**config.mk**
```make
export PLATFORM = sky130hd
export DESIGN_NAME = frame_stream_gen
export DESIGN_NICKNAME = d
export VERILOG_FILES = /design/src/rtl/frame_stream_pkg.sv /design/src/rtl/frame_stream_lfsr16.sv /design/src/rtl/frame_stream_gen.sv
export SDC_FILE = /design/constraint.sdc
export NUM_CORES = 1
export LEC_CHECK = 0
export ABC_AREA = 1
export CORE_ASPECT_RATIO = 0.5
export CORE_UTILIZATION = 35
export DETAILED_ROUTE_END_ITERATION = 16
export MAX_ROUTING_LAYER = met4
export PLACE_DENSITY_LB_ADDON = 0.25
export SLEW_MARGIN = 0
export SYNTH_ARGS = -nofsm -noshare
export SYNTH_HDL_FRONTEND = slang
export SYNTH_SLANG_ARGS = --single-unit
```
**constraint.sdc**
```tcl
create_clock -name clk -period 2.7 [get_ports clk]
set_clock_uncertainty 0.15 [all_clocks]
set_input_delay 0.675 -clock clk [delete_from_list [all_inputs] [get_ports clk]]
set_output_delay 0.675 -clock clk [all_outputs]
set_load 0.05 [all_outputs]
```
**src/rtl/frame_stream_pkg.sv**
```systemverilog
// Shared definitions for the frame stream generator.
//   mode_e     : test pattern selector (RAMP, LFSR, CONST, reserved->RAMP)
//   state_e    : generator FSM encoding
//   LFSR_TAPS  : Galois feedback mask for taps 16,14,13,11 (right-shifting form)
//   lfsr_next  : one LFSR step
package frame_stream_pkg;

    typedef enum logic [1:0] {
        MODE_RAMP  = 2'd0,
        MODE_LFSR  = 2'd1,
        MODE_CONST = 2'd2,
        MODE_RSVD  = 2'd3
    } mode_e;

    typedef enum logic [1:0] {
        ST_IDLE  = 2'd0,
        ST_RUN   = 2'd1,
        ST_STALL = 2'd2,
        ST_DONE  = 2'd3
    } state_e;

    localparam logic [15:0] LFSR_TAPS  = 16'hB400;
    localparam logic [15:0] LFSR_RESET = 16'h0001;

    function automatic logic [15:0] lfsr_next(input logic [15:0] s);
        return (s >> 1) ^ (s[0] ? LFSR_TAPS : 16'h0000);
    endfunction

endpackage

```
**src/rtl/frame_stream_lfsr16.sv**
```systemverilog
// 16-bit Galois LFSR used for the LFSR pattern and stall gap generation.
//   clk, reset : clock, synchronous active-high reset (state -> 16'h0001)
//   load, seed : load seed (a zero seed is replaced by 16'h0001 to avoid lock-up)
//   step       : advance one step (ignored while load is high)
//   state      : current LFSR contents
module lfsr16
    import frame_stream_pkg::*;
(
    input  logic        clk,
    input  logic        reset,
    input  logic        load,
    input  logic [15:0] seed,
    input  logic        step,
    output logic [15:0] state
);

    always_ff @(posedge clk) begin
        if (reset) begin
            state <= LFSR_RESET;
        end else if (load) begin
            state <= (seed == 16'h0000) ? LFSR_RESET : seed;
        end else if (step) begin
            state <= lfsr_next(state);
        end
    end

endmodule

```
**src/rtl/frame_stream_gen.sv**
```systemverilog
// Frame stream generator: emits width x height beats of a test pattern on a
// valid/ready stream, with optional pseudo-random valid gaps.
//   clk, reset           : clock, synchronous active-high reset
//   start                : frame start request (honoured in IDLE only)
//   cfg_width/cfg_height : frame columns / rows, latched at start
//   cfg_mode             : 0 RAMP, 1 LFSR, 2 CONST, 3 treated as RAMP
//   cfg_stall_en         : enable pseudo-random gaps between beats
//   cfg_seed             : LFSR seed and CONST value
//   data_out             : CHANNELS samples, channel c at [c*DATA_W +: DATA_W]
//   valid, ready         : beat handshake
//   last, eol            : final beat of frame / of row
//   busy, done           : frame in progress / one-cycle completion pulse
module frame_stream_gen
    import frame_stream_pkg::*;
#(
    parameter int DATA_W   = 8,
    parameter int CHANNELS = 1,
    parameter int DIM_W    = 16
) (
    input  logic                         clk,
    input  logic                         reset,
    input  logic                         start,
    input  logic [DIM_W-1:0]             cfg_width,
    input  logic [DIM_W-1:0]             cfg_height,
    input  logic [1:0]                   cfg_mode,
    input  logic                         cfg_stall_en,
    input  logic [15:0]                  cfg_seed,
    output logic [CHANNELS*DATA_W-1:0]   data_out,
    output logic                         valid,
    output logic                         last,
    output logic                         eol,
    input  logic                         ready,
    output logic                         busy,
    output logic                         done
);

    // Ramp arithmetic wide enough for both the column counter and the sample.
    localparam int RW = (DIM_W > DATA_W) ? DIM_W : DATA_W;

    state_e              state, state_nxt;
    logic [DIM_W-1:0]    width_q, height_q, x_q, y_q;
    logic [RW-1:0]       offset_q;      // running y*width
    mode_e               mode_q;
    logic                stall_en_q;
    logic [DATA_W-1:0]   const_q;
    logic [4:0]          stall_cnt_q;
    logic [15:0]         lfsr_state;

    logic dims_zero, at_eol, at_last, stall_hit, xfer, take_stall, lfsr_load;

    assign dims_zero  = (width_q == '0) || (height_q == '0);
    assign at_eol     = (x_q == width_q - DIM_W'(1));
    assign at_last    = at_eol && (y_q == height_q - DIM_W'(1));
    assign stall_hit  = stall_en_q && lfsr_state[0];
    assign xfer       = valid && ready;
    assign take_stall = xfer && !at_last && stall_hit;
    assign lfsr_load  = (state == ST_IDLE) && start;

    lfsr16 u_lfsr (
        .clk   (clk),
        .reset (reset),
        .load  (lfsr_load),
        .seed  (cfg_seed),
        .step  (xfer),
        .state (lfsr_state)
    );

    always_ff @(posedge clk) begin
        if (reset) begin
            state <= ST_IDLE;
        end else begin
            state <= state_nxt;
        end
    end

    // A zero-sized frame spends one cycle in RUN (valid held low) so the
    // size check works on the latched dimensions rather than the live inputs.
    always_comb begin
        state_nxt = state;
        valid     = 1'b0;
        eol       = 1'b0;
        last      = 1'b0;
        busy      = 1'b0;
        done      = 1'b0;
        case (state)
            ST_IDLE: begin
                if (start) state_nxt = ST_RUN;
            end
            ST_RUN: begin
                busy = 1'b1;
                if (dims_zero) begin
                    state_nxt = ST_DONE;
                end else begin
                    valid = 1'b1;
                    eol   = at_eol;
                    last  = at_last;
                    if (ready) begin
                        if (at_last)        state_nxt = ST_DONE;
                        else if (stall_hit) state_nxt = ST_STALL;
                    end
                end
            end
            ST_STALL: begin
                busy = 1'b1;
                if (stall_cnt_q == '0) state_nxt = ST_RUN;
            end
            ST_DONE: begin
                done      = 1'b1;
                state_nxt = ST_IDLE;
            end
            default: state_nxt = ST_IDLE;
        endcase
    end

    always_ff @(posedge clk) begin
        if (reset) begin
            width_q     <= '0;
            height_q    <= '0;
            x_q         <= '0;
            y_q         <= '0;
            offset_q    <= '0;
            mode_q      <= MODE_RAMP;
            stall_en_q  <= 1'b0;
            const_q     <= '0;
            stall_cnt_q <= '0;
        end else begin
            if (lfsr_load) begin
                width_q    <= cfg_width;
                height_q   <= cfg_height;
                mode_q     <= mode_e'(cfg_mode);
                stall_en_q <= cfg_stall_en;
                const_q    <= DATA_W'(cfg_seed);
                x_q        <= '0;
                y_q        <= '0;
                offset_q   <= '0;
            end
            if (xfer) begin
                if (at_eol) begin
                    x_q      <= '0;
                    y_q      <= y_q + DIM_W'(1);
                    offset_q <= offset_q + RW'(width_q);
                end else begin
                    x_q <= x_q + DIM_W'(1);
                end
            end
            // STALL lasts stall_cnt+1 cycles: it counts down to zero, then exits.
            if (take_stall) begin
                stall_cnt_q <= lfsr_state[5:1];
            end else if (state == ST_STALL && stall_cnt_q != '0) begin
                stall_cnt_q <= stall_cnt_q - 5'd1;
            end
        end
    end

    logic [RW-1:0]     ramp;
    logic [15:0]       rot;
    logic [DATA_W-1:0] chan;

    always_comb begin
        data_out = '0;
        ramp     = '0;
        rot      = '0;
        chan     = '0;
        for (int unsigned c = 0; c < CHANNELS; c++) begin
            ramp = RW'(x_q) + offset_q + RW'(c);
            rot  = (lfsr_state << (4 * c)) | (lfsr_state >> (16 - 4 * c));
            case (mode_q)
                MODE_LFSR:  chan = DATA_W'(rot);
                MODE_CONST: chan = const_q;
                default:    chan = DATA_W'(ramp);
            endcase
            if (valid) data_out[c*DATA_W +: DATA_W] = chan;
        end
    end

endmodule
```
### Word level (Yosys, flattened, before mapping)

Index checks and enable logic that the tools add are counted.

* flip-flop bits (word level): 114
* latch bits: 0
* bits in writable memories: 0
* bits in read-only memories: 0
* input port bits: 55
* output and inout bits: 13
* logic and storage cells: 81
* memories: 0

* add/subtract/negate cells: 7
* $mul: 0
* divide/modulo/power cells: 0
* magnitude comparators: 0
* equality and inequality tests: 11
* shift operators: 0
* multiplexer cells: 32
* bitwise logic cells: 1
* reductions and logical operators: 19

Operator list (count)
* 16-bit two-way mux: 13
* 16-bit zero test: 3
* 16-bit by 1-bit adder with 16-bit output (second input constant): 2
* 16-bit == test: 2
* 16-bit by 1-bit subtractor with 16-bit output (second input constant): 2
* 16-bit adder: 1
* 8-bit case mux with 2 select lines: 1
* 15-bit by 16-bit bitwise XOR with 16-bit output: 1
* 2-bit two-way mux: 6
* 5-bit two-way mux: 2
* 8-bit adder: 1
* 1-bit two-way mux: 8
* 8-bit two-way mux: 1
* 2-bit case mux with 4 select lines: 1
* 1-bit logical AND: 7
* 2-bit == test (second input constant): 3
* 5-bit zero test: 1
* 5-bit nonzero test: 1
* 5-bit by 1-bit subtractor with 5-bit output (second input constant): 1
* 2-bit by 1-bit == test with 1-bit output (second input constant): 2
* 2-bit != test (second input constant): 2
* 4-bit != test (second input constant): 1
* 4-bit AND reduction: 1
* 2-bit nonzero test: 2
* 5 further kinds: 5

### Logic depth before layout (Yosys ltp)

* depth in word-level cells: 8
* mapped depth: 18
* depth with buffers taken out: 18

### Modules after synthesis

A second synthesis with hierarchy kept.

* cell total of the unflattened synthesis: 1084
* area total of the unflattened synthesis: 7074.3 um2

By module, submodules not included
* frame_stream_gen: times used 1, cells an instance 962, area an instance 6219.7 um2, sequential area each 1801.7 um2
* lfsr16: times used 1, cells an instance 122, area an instance 854.6 um2, sequential area each 320.3 um2

### Worst setup path after synthesis

No wires, ideal clock.

* path kind: register -> output
* from: reg x_q[0]
* to: out data_out[6]
* arrival: 2610 ps
* required time: 1875 ps
* slack: -735 ps
* cell stages (with the launch flop): 11
* path buffers: 0
* path through: dfxtp_1 -> ha_1 -> fa_1 -> nand3_1 -> and2_1 -> inv_1 -> a21oi_1 -> o21bai_1 -> o21ai_0 -> a21oi_1 -> nor3_1

* cells in the longest elaborated chain, start to end: 3

RTL lines
* start, declared: line frame_stream_gen.sv:41 `logic [DIM_W-1:0] width_q, height_q, x_q, y_q;`
* start signal, assigned: line frame_stream_gen.sv:143 `x_q <= x_q + DIM_W'(1);`
* 8-bit adder: line frame_stream_gen.sv:165 `ramp = RW'(x_q) + offset_q + RW'(c);`
* 8-bit case mux with 2 select lines: line frame_stream_gen.sv:167 `case (mode_q)`
* 8-bit two-way mux: line frame_stream_gen.sv:172 `if (valid) data_out[c*DATA_W +: DATA_W] = chan;`
* end, declared: line frame_stream_gen.sv:28 `output logic [CHANNELS*DATA_W-1:0] data_out,`

Every way passes these cells.

### Worst setup path in the final report

* from: reg x_q[2]
* to: out data_out[7]

The elaborated chain is that of the path after synthesis.

==> results.sh <==
export IMPL_status="finished, violations left"
export IMPL_violations="setup timing"
export IMPL_dp_hpwl_um=15500
export IMPL_vias=7503
export IMPL_dpl_cell_area_um2=9000
export IMPL_drtIter0Drc=425
export IMPL_setup_viol=11
export IMPL_required_ns=1.88
export IMPL_ioPinCount=68
export IMPL_timing_max_cap_violations=0
export IMPL_p_int_mw=4.53
export IMPL_grtUsageTotal_pct=21.5
export IMPL_synth_most_common_cell="nand2_1"
export IMPL_drt_pass1_iterations=5
export IMPL_n_antenna_cell=0
export IMPL_critPathSlowestCell="dfxtp_4"
export IMPL_cp_arrival_ns=2.36
export IMPL_routedWlPerCell_um=14.9
export IMPL_avgSynthCellArea_um2=6.72
export IMPL_cts_max_path_buffers=2
export IMPL_drt_antenna_violating_nets=0
export IMPL_yosysTopAreaCell="dfxtp_1"
export IMPL_power_frac_seq_pct=25.8
export IMPL_synth_nets=1155
export IMPL_die_y_um=103
export IMPL_cp_start_kind="flip-flop"
export IMPL_p_leak_nw=4.21
export IMPL_placementRows=36
export IMPL_die_w_um=205
export IMPL_ir_drop_mv=0.408
export IMPL_synth_seq_cells=106
export IMPL_synth_flop_cell="dfxtp_1"
export IMPL_hold_violations=0
export IMPL_clk_pin_slew_ns=0.09
export IMPL_finalMaxSlewViolations=0
export IMPL_port_buffer_count=67
export IMPL_netlist_cell_type_count=48
export IMPL_initial_utilization_pct=36.3
export IMPL_grt_pass1_vias=6901
export IMPL_netlist_area_um2=7200
export IMPL_gp_congestion=0.915
export IMPL_grt_overflow=0
export IMPL_utilization_pct=50.2
export IMPL_max_freq_mhz=314
export IMPL_min_period_ns=3.19
export IMPL_path_class="reg2out"
export IMPL_combPwrFrac_pct=55.0
export IMPL_final_nets=1305
export IMPL_cp_max_fo=3
export IMPL_yosys_top_cells_area="dfxtp_1 (29%), nand2_1 (12%), nor2_1 (6.5%)"
export IMPL_drive_above_1_share_pct=23.2
export IMPL_setup_slack_ns=-0.487
export IMPL_cts_num_sinks=106
export IMPL_antenna_found_initial=0
export IMPL_via_per_inst=5.03
export IMPL_grt_max_degree=56
export IMPL_remaining_drc_errors=0
export IMPL_cp_cell_sequence="ha_4 -> a21oi_2 -> nand2_1 -> a21o_1 -> a21oi_2 -> nor2_1 -> nor2_1 -> nor2_1 -> o21bai_1 -> nand3_2 -> nand3_2 -> clkinvlp_4 -> buf_12"
export IMPL_cts_buffers=9
export IMPL_area_growth_pct=38.3
export IMPL_tritoncts="done"
export IMPL_power_share_clock_pct=19.2
export IMPL_path_buf_inv=2
export IMPL_power_switching_mw=3.55
export IMPL_ys_warn_count=0
export IMPL_fin_crit_sh_pct=118
export IMPL_synth_top_area_share_pct=29.5
export IMPL_design_area_um2=9960
export IMPL_rsz0062_at_grt="yes"
export IMPL_fp_coreArea_um2=19800
export IMPL_hp_class="reg2reg"
export IMPL_netlist_top_cells_count="nand2_1 (222), nor2_1 (125), dfxtp_1 (106), inv_1 (105), a21oi_1 (79)"
export IMPL_ctsHoldBuffers=0
export IMPL_end_kind="output port"
export IMPL_wl_um=22200
export IMPL_crit_path_frequent_cell="nor2_1"
export IMPL_ys_seq_area_share_pct=29.5
export IMPL_powerDensity_nw_per_um2=812
export IMPL_critPathMaxStageDelay_ns=0.35
export IMPL_swShare_pct=43.9
export IMPL_grt_pass1_wl_um=34500
export IMPL_syn_inst=1072
export IMPL_hold_ws_ns=0.312
export IMPL_setup_tns_ns=-3.42
export IMPL_die_area_um2=21200
export IMPL_h_tree_depth=3
export IMPL_insertion_delay_ns=0.37
export IMPL_synthArstFlopShare_pct=0
export IMPL_synth_edf_count=0
export IMPL_cp_top_family="compound AO/OA/AOI/OAI gates"
export IMPL_tightest_slew_ns=0.693
export IMPL_root_buffer="clkbuf_16"
export IMPL_relSlewSlack_pct=53.8
## repair_timing
item | 4_1_cts | 5_1_grt
resized for setup | 33 | 63
setup endpoints to repair | 24 | 39
pin swaps | 15 | 39
setup buffers | 7 | 15
gates cloned | 0 | 6
## per-layer routing
layer | global-route usage [%] | wire length [um] | vias up
li1 | - | - | 3852
met1 | 29.1 | 11400 | 3498
met2 | 34.0 | 9890 | 142
met3 | 3.38 | 804 | 11
met4 | 3.96 | 157 | 0
met5 | - | 0 | -
## worst paths after layout
kind	startpoint	to	cells past startpoint	slack (ns)
hold reg to reg	u_lfsr.state[8]	u_lfsr.state[8]	2	0.31
setup reg to reg	width_q[1]	y_q[1]	17	0.07
setup / recovery	x_q[2]	data_out[7]	13	-0.49
hold / removal	u_lfsr.state[8]	u_lfsr.state[8]	2	0.31
## through the flow
| step | total power [mW] | instances | worst slack [ns] |
|---|---|---|---|
| after floorplan | 4.64 | 1072 | -0.0841 |
| after global placement | 6.04 | 1451 | -0.226 |
| after detailed placement | 6.10 | 1451 | -0.208 |
| after CTS | 7.81 | 1473 | -0.565 |
| after global routing | 8.67 | 1493 | -0.637 |
| final | 8.08 | 1493 | -0.487 |
## cell type report
class	instances	area, um^2
Sequential cell	106	2140
Clock buffer	9	225
Clock inverter	7	121
Timing Repair Buffer	180	1810
Tap cell	266	333
Fill cell	1958	9860
Inverter	111	443
Timing Repair inverter	2	17.5
Multi-Input combinational cell	812	4870
## cells in the final DEF, fill, tap and decap left out, types with 11 or more instances in the layout
cell,n
buf_4,93
xor2_1,30
ha_1,21
nor2_1,117
clkbuf_16,11
nand4_1,29
nand3_1,62
nor2_2,12
xnor2_1,15
a211oi_2,11
o21ai_0,68
clkdlybuf4s50_1,54
nor3_1,22
nand2_1,211
nor2_4,11
a21oi_1,72
nand2_2,18
o21ai_2,11
inv_1,96
dfxtp_1,95
buf_12,20
## logic make-up (layout without fill, tap and decap cells)
| logic type | count (synthesis) | after routing | share of synthesized area (%) |
|---|---|---|---|
| compound gates | 207 | 207 | 16.9 |
| xor+xnor | 49 | 49 | 5.96 |
| fa+ha+maj | 28 | 28 | 5.07 |
| buf+inv | 155 | 309 | 8.67 |
| flops | 106 | 106 | 29.5 |
| simple gates | 527 | 528 | 33.9 |
## registers in the layout (all words and copies together), names as in the netlist
signal / flops
stall_cnt_q: 5
y_q: 16
const_q: 8
state: 2
u_lfsr.state: 16
offset_q: 8
width_q: 16
height_q: 16
x_q: 16
mode_q: 2
stall_en_q: 1
## worst register-to-register path: cells and delay by family (launching register included)
| family | cells | cell delay [ns] |
|---|---|---|
| buf+inv | 5 | 0.61 |
| compound gates | 2 | 0.29 |
| flops | 1 | 0.33 |
| simple gates | 9 | 0.98 |
| fa+ha+maj | 1 | 0.16 |
## power by group through the flow
stage          Sequential [mW]  Clock (mW)  Combinational (mW)
5_1_grt                   2.12        1.65                4.90
2_1_floorplan             2.05           0                2.58
3_3_place_gp              2.10           0                3.94
3_5_place_dp              2.11           0                3.99
6_report                  2.08        1.55                4.44
4_1_cts                   2.07        1.60                4.14
Power figures use the tool's default switching activity.
==> variant 1, RTL diff (same flow settings) <==
Reset style: asynchronous (`reset`), changed in 3 clocked blocks. Comments in the files are not updated.
--- a/src/rtl/frame_stream_lfsr16.sv
+++ b/src/rtl/frame_stream_lfsr16.sv
@@ -15,5 +15,5 @@
 );
 
-    always_ff @(posedge clk) begin
+    always_ff @(posedge clk or posedge reset) begin
         if (reset) begin
             state <= LFSR_RESET;
--- a/src/rtl/frame_stream_gen.sv
+++ b/src/rtl/frame_stream_gen.sv
@@ -66,5 +66,5 @@
     );
 
-    always_ff @(posedge clk) begin
+    always_ff @(posedge clk or posedge reset) begin
         if (reset) begin
             state <= ST_IDLE;
@@ -113,5 +113,5 @@
     end
 
-    always_ff @(posedge clk) begin
+    always_ff @(posedge clk or posedge reset) begin
         if (reset) begin
             width_q     <= '0;
Check against the original RTL: differs if reset is asserted again (counterexample within 4 cycles, from zero or initial values and one cycle with reset high); with reset held inactive, the same outputs for 4 cycles.
==> variant 1 against the unedited design <==
Cell area is 11% higher; synthesized area is 4.5% higher; synthesized cell count is 1.5% higher; core utilization is 2.9 points higher; total power is 38% higher; via count is 4.2% higher; sequential cell count stayed put; the run still ends with negative setup slack left; non-clock buffer count is 76 higher; wire length is 5.2% higher; sequential power is 21% higher; setup slack worse by 0.15 ns.
==> variant 1: results (changes against the unedited design) <==
- Status: complete, but fails checks
- Failing checks: negative setup slack
- Post-Syn Nets: 1171 (+1.4%)
- Leakage: 5.231 nW (+24%)
- Synth Area in XOR/XNOR: 0.05337 (-0.006244)
- Top FF cell, synth: dfrtp_1
- Iteration-0 DRC count of the detailed router: 491 (+16%)
- TritonRoute pass-1 iters: 5 (unchanged)
- Seq/Total Area, Yosys: 0.3526 (+0.05787)
- Hold wc startpoint: stall_en_q
- Post-synthesis adder-cell area fraction: 0.04855 (-0.002202)
- Area after DPL: 0.009777 mm2 (+8.6%)
- First-pass GRT wire length: 38070 um (+10%)
- Asr flop ratio synth: 1.000 (+1.000)
- Final Wtd Congestion: 0.8932 (-2.4%)
- Relative slew slack: 0.6475 (+0.1098)
- Clock latency on the worst-skew pair: 0.37 ns (about the same)
- Max rail drop VDD: 0.3908 mV (-4.2%)
- Syn. warnings: 0 (unchanged)
- Filler instances: 1945 (-0.66%)
- Largest net degree at the start of global routing: 82 (+46%)
- Slowest-stage cell, CP: dfrtp_1
- Synth area leaders: dfrtp_1, nand2_1, inv_1
- CP arrival: 3.45 ns (+1.09 ns)
- Setup violations, final: 23 (+12)
- Setup slack after layout: -0.6329 ns (-0.1455 ns)
- Ant. Diodes: 0 (unchanged)
- Clock Path Buffers: 2 (unchanged)
- Final WL: 23380 um (+5.2%)
- Commonest cells in the netlist: nand2_1, inv_1, dfrtp_1
- Fin Hold WS: 0.3400 ns (+0.02770 ns)
- Compound-Gate Fraction of Synth Area: 0.1087 (-0.06037)
- Global Route Usage Sum: 0.2229 (+0.008414)
- Root Buffer: clkbuf_16
- CP peak stage delay: 0.43 ns (+0.08 ns)
- Layout cell share with drive strength beyond 1: 0.2835 (+0.05120)
- Detailed placement HPWL: 17320 um (+12%)
- Cell variety after synth: 50 (+4.2%)
- PortBufs: 67 (unchanged)
- Layout Nets: 1415 (+8.4%)
- Worst-path maximum fanout: 5 (+2)
- Vias: 7817 (+4.2%)
- Hold WC Path Type: reg -> reg
- Critical Path Source: width_q[1]
==> variant 1: timing repair <==
item / 4_1_cts / 5_1_grt
pin swaps: 38 / 47
setup buffers: 18 / 21
gates resized for setup: 57 / 117
setup endpoints to repair: 23 / 64
gates cloned: 1 / 2
==> variant 1: final cells by class <==
type	count	area, um2	area share
sequential	106	2656	0.2406
clock buffer	9	225.2	0.02040
clock inverter	7	66.31	0.006006
multi-input combinational	824	4908	0.4446
timing repair buffer	256	2320	0.2101
tap	273	341.6	0.03094
inverter	135	523.0	0.04737
==> variant 1: kinds of logic (layout without fill, tap and decap cells) <==
kind of cell / after synthesis / in the layout
AO/OA/AOI/OAI: 146 / 146
buffers and inverters: 161 / 407
flip-flops: 106 / 106
adder cells (fa/ha/maj): 28 / 28
AND/OR/NAND/NOR: 602 / 605
XOR/XNOR: 45 / 45
==> variant 1: critical path: cells and delay by family, from the launching register on <==
family | cells | cell delay, ns
xor+xnor | 1 | 0.13
buf+inv | 10 | 1.24
compound gates | 1 | 0.06
fa+ha+maj | 1 | 0.21
simple gates | 8 | 0.99
flops | 1 | 0.43
==> variant 1: per-stage QoR <==
step             util  power [mW]  setup slack, ns  instances  TNS [ns]
3_3_place_gp   0.4704       8.528          -0.3313       1557    -1.889
2_1_floorplan       -       6.036          -0.6546       1088    -3.549
4_1_cts        0.5017       10.48          -0.6572       1588    -9.442
6_report       0.5312       11.13          -0.6329       1610    -11.14
3_5_place_dp   0.4704       8.633          -0.4119       1557    -2.418
5_1_grt        0.5312       12.00          -0.7461       1610    -14.05
==> variant 1: worst paths after layout <==
check | to | depth (start not counted)
max | y_q[0] | 21
min | stall_en_q | 2
max reg2reg | y_q[0] | 21
min reg2reg | stall_en_q | 2
max in group asynchronous | u_lfsr.state[0] | 3
min in group asynchronous | height_q[15] | 3
==> variant 1: routing by layer <==
metal  GRT usage  up-vias  part of all wire
met5           -        -                 0
li1            -     3993                 -
met3     0.03874       27             0.037
met4     0.06670        0             0.020
met2      0.3517      152              0.45
met1      0.2930     3645              0.49
==> variant 1: power by group <==
group / total (mW) / internal [mW] / leakage (nW) / switching, mW
logic: 7.28 / 3.27 / 3.74 / 4.01
clock network: 1.34 / 0.643 / 0.135 / 0.697
registers: 2.51 / 2.09 / 1.36 / 0.420
total: 11.1 / 6.00 / 5.23 / 5.13
==> variant 2, RTL diff (same flow settings) <==
Without the edit above. `DIM_W`: 16 -> 12.
--- a/src/rtl/frame_stream_gen.sv
+++ b/src/rtl/frame_stream_gen.sv
@@ -16,5 +16,5 @@
     parameter int DATA_W   = 8,
     parameter int CHANNELS = 1,
-    parameter int DIM_W    = 16
+    parameter int DIM_W    = 12
 ) (
     input  logic                         clk,
Ports: changed (resized cfg_height and cfg_width); port bits go from 68 to 60. The function was not compared with the original's and may differ.
==> variant 2 against the unedited design <==
The run still ends with negative setup slack left; cell area down 21%; synthesized area is 17% lower; die area is 16% lower; wire length shrank 28%; core utilization down 2.9 points; sequential cell count fell by 16; via count down 21%; setup slack better by 0.16 ns; total power is 21% lower; sequential share of layout area grew 1.8 points; critical path type unchanged.
==> variant 2: results (changes against the unedited design) <==
- Layout Nets: 1039 (-20%)
- Ant. Diodes: 0 (unchanged)
- PortBufs: 59 (-12%)
- CTS clk-pin slew, worst paths: 0.07 ns (-0.02 ns)
- Hold WC Path Type: reg -> reg
- Post-Syn Nets: 959 (-17%)
- Final Wtd Congestion: 0.8656 (-5.4%)
- Slowest-stage cell, CP: dfxtp_4
- Clock latency on the worst-skew pair: 0.35 ns (-0.02 ns)
- Initial antenna violation count: 0 (unchanged)
- Worst-path maximum fanout: 2 (-1)
- Fin Hold WS: 0.3124 ns (+0.0001130 ns)
- Global Route Usage Sum: 0.1899 (-0.02461)
- Seq/Total Area, Yosys: 0.3003 (+0.005499)
- Failing checks: negative setup slack
- Root Buffer: clkbuf_16
- Synth area leaders: dfxtp_1, nand2_1, a21oi_1
- Layout cell share with drive strength beyond 1: 0.1868 (-0.04548)
- Status: complete, but fails checks
- Crit-path leading delay family: simple AND/OR/NAND/NOR gates
- H-tree depth: 3 (unchanged)
- Full die area: 0.01770 mm2 (-16%)
- Setup slack after layout: -0.3291 ns (+0.1584 ns)
- Commonest cells in the netlist: nand2_1, dfxtp_1, inv_1
- Iteration-0 DRC count of the detailed router: 341 (-20%)
- Max rail drop VDD: 0.3573 mV (-12%)
- Largest net degree at the start of global routing: 68 (+21%)
- Largest register FFs: 16
- TritonRoute pass-1 iters: 4 (-1)
- Mapped Avg Cell Area: 6.788 um2 (+1.1%)
- First-pass GRT wire length: 26240 um (-24%)
- Setup violations, final: 11 (unchanged)
- Vias in the first global route: 5469 (-21%)
- Filler instances: 1644 (-16%)
- Asr flop ratio synth: 0 (unchanged)
- Detailed placement HPWL: 11510 um (-26%)
- Syn. warnings: 0 (unchanged)
- DP Cell Count: 1166 (-20%)
- DR WL/cell: 13.41 um (-9.9%)
- Worst slew pin tran: 0.5511 ns (-0.1423 ns)
- Int Power: 3.568 mW (-21%)
- Top reg by flops: u_lfsr.state
- Leakage: 3.146 nW (-25%)
- Cell variety after synth: 50 (+4.2%)
- CP arrival: 2.20 ns (-0.16 ns)
- Post-synth EDFFs: 0 (unchanged)
- Post-DR vias/cell: 4.952 (-1.5%)
- Vias: 5922 (-21%)
variant 2: kinds of logic (layout without fill, tap and decap cells):
kind of cell               count (synthesis)  after routing  share of synthesized area
adders and majority gates                 28             28                    0.06088
DFF                                       90             90                     0.3003
xor gates and xnor gates                  42             42                    0.06130
buffers and inverters                    129            214                    0.08945
muxes                                      2              2                   0.003336
and+or+nand+nor                          404            404                     0.3121
AOI/OAI and AO/OA                        189            189                     0.1726
variant 2: power by group through the flow:
stage	clock network, mW	registers, mW	logic, mW
global placement	0	1.86	3.00
finish	1.23	1.85	3.33
detailed placement	0	1.86	3.04
floorplan	0	1.80	2.25
CTS	1.25	1.85	3.28
global route	1.31	1.89	3.67
variant 2: repair_timing:
item	in CTS	in global routing
endpoints found under the setup margin	11	11
setup buffers	8	5
gates cloned	1	0
pin swaps	6	13
gates resized for setup	32	21
hold buffers	0	0
variant 2: worst paths after layout:
check,from,endpoint,cells after the start
max reg2reg,height_q[1],x_q[3],15
min,u_lfsr.state[8],u_lfsr.state[8],2
max,x_q[0],data_out[6],11
min reg2reg,u_lfsr.state[8],u_lfsr.state[8],2
variant 2: routing by layer:
layer / global-route usage / up-vias / routed length [um]
li1: - / 3065 / -
met1: 0.2448 / 2739 / 7902
met2: 0.3110 / 104 / 7284
met3: 0.03307 / 14 / 634
met4: 0.04440 / 0 / 222
met5: - / - / 0
variant 2: area by class of cell:
type                            instances  area, um2  area share
Clock buffer                           10      229.0     0.02924
Clock inverter                          6      48.80    0.006232
Inverter                               94      367.9     0.04698
Multi-Input combinational cell        665       3951      0.5046
Sequential cell                        90       1823      0.2328
Tap cell                              227      284.0     0.03627
Timing Repair Buffer                  104       1126      0.1438
variant 2: per-stage QoR:
step,worst slack [ns],area (um2),power [mW],setup TNS [ns]
floorplan,-0.1442,6145,4.052,-0.2733
CTS,-0.3900,7725,6.377,-1.987
detailed placement,-0.08751,7213,4.900,-0.1168
finish,-0.3291,7830,6.407,-1.889
global placement,-0.02938,7213,4.854,-0.02938
global route,-0.4316,7830,6.869,-3.408
variant 2: worst min-delay path, delay by kind of cell (launching register included):
kind / cells / cell delay [ns]
buf+inv: 1 / 0.06
flops: 1 / 0.30
compound gates: 1 / 0.06
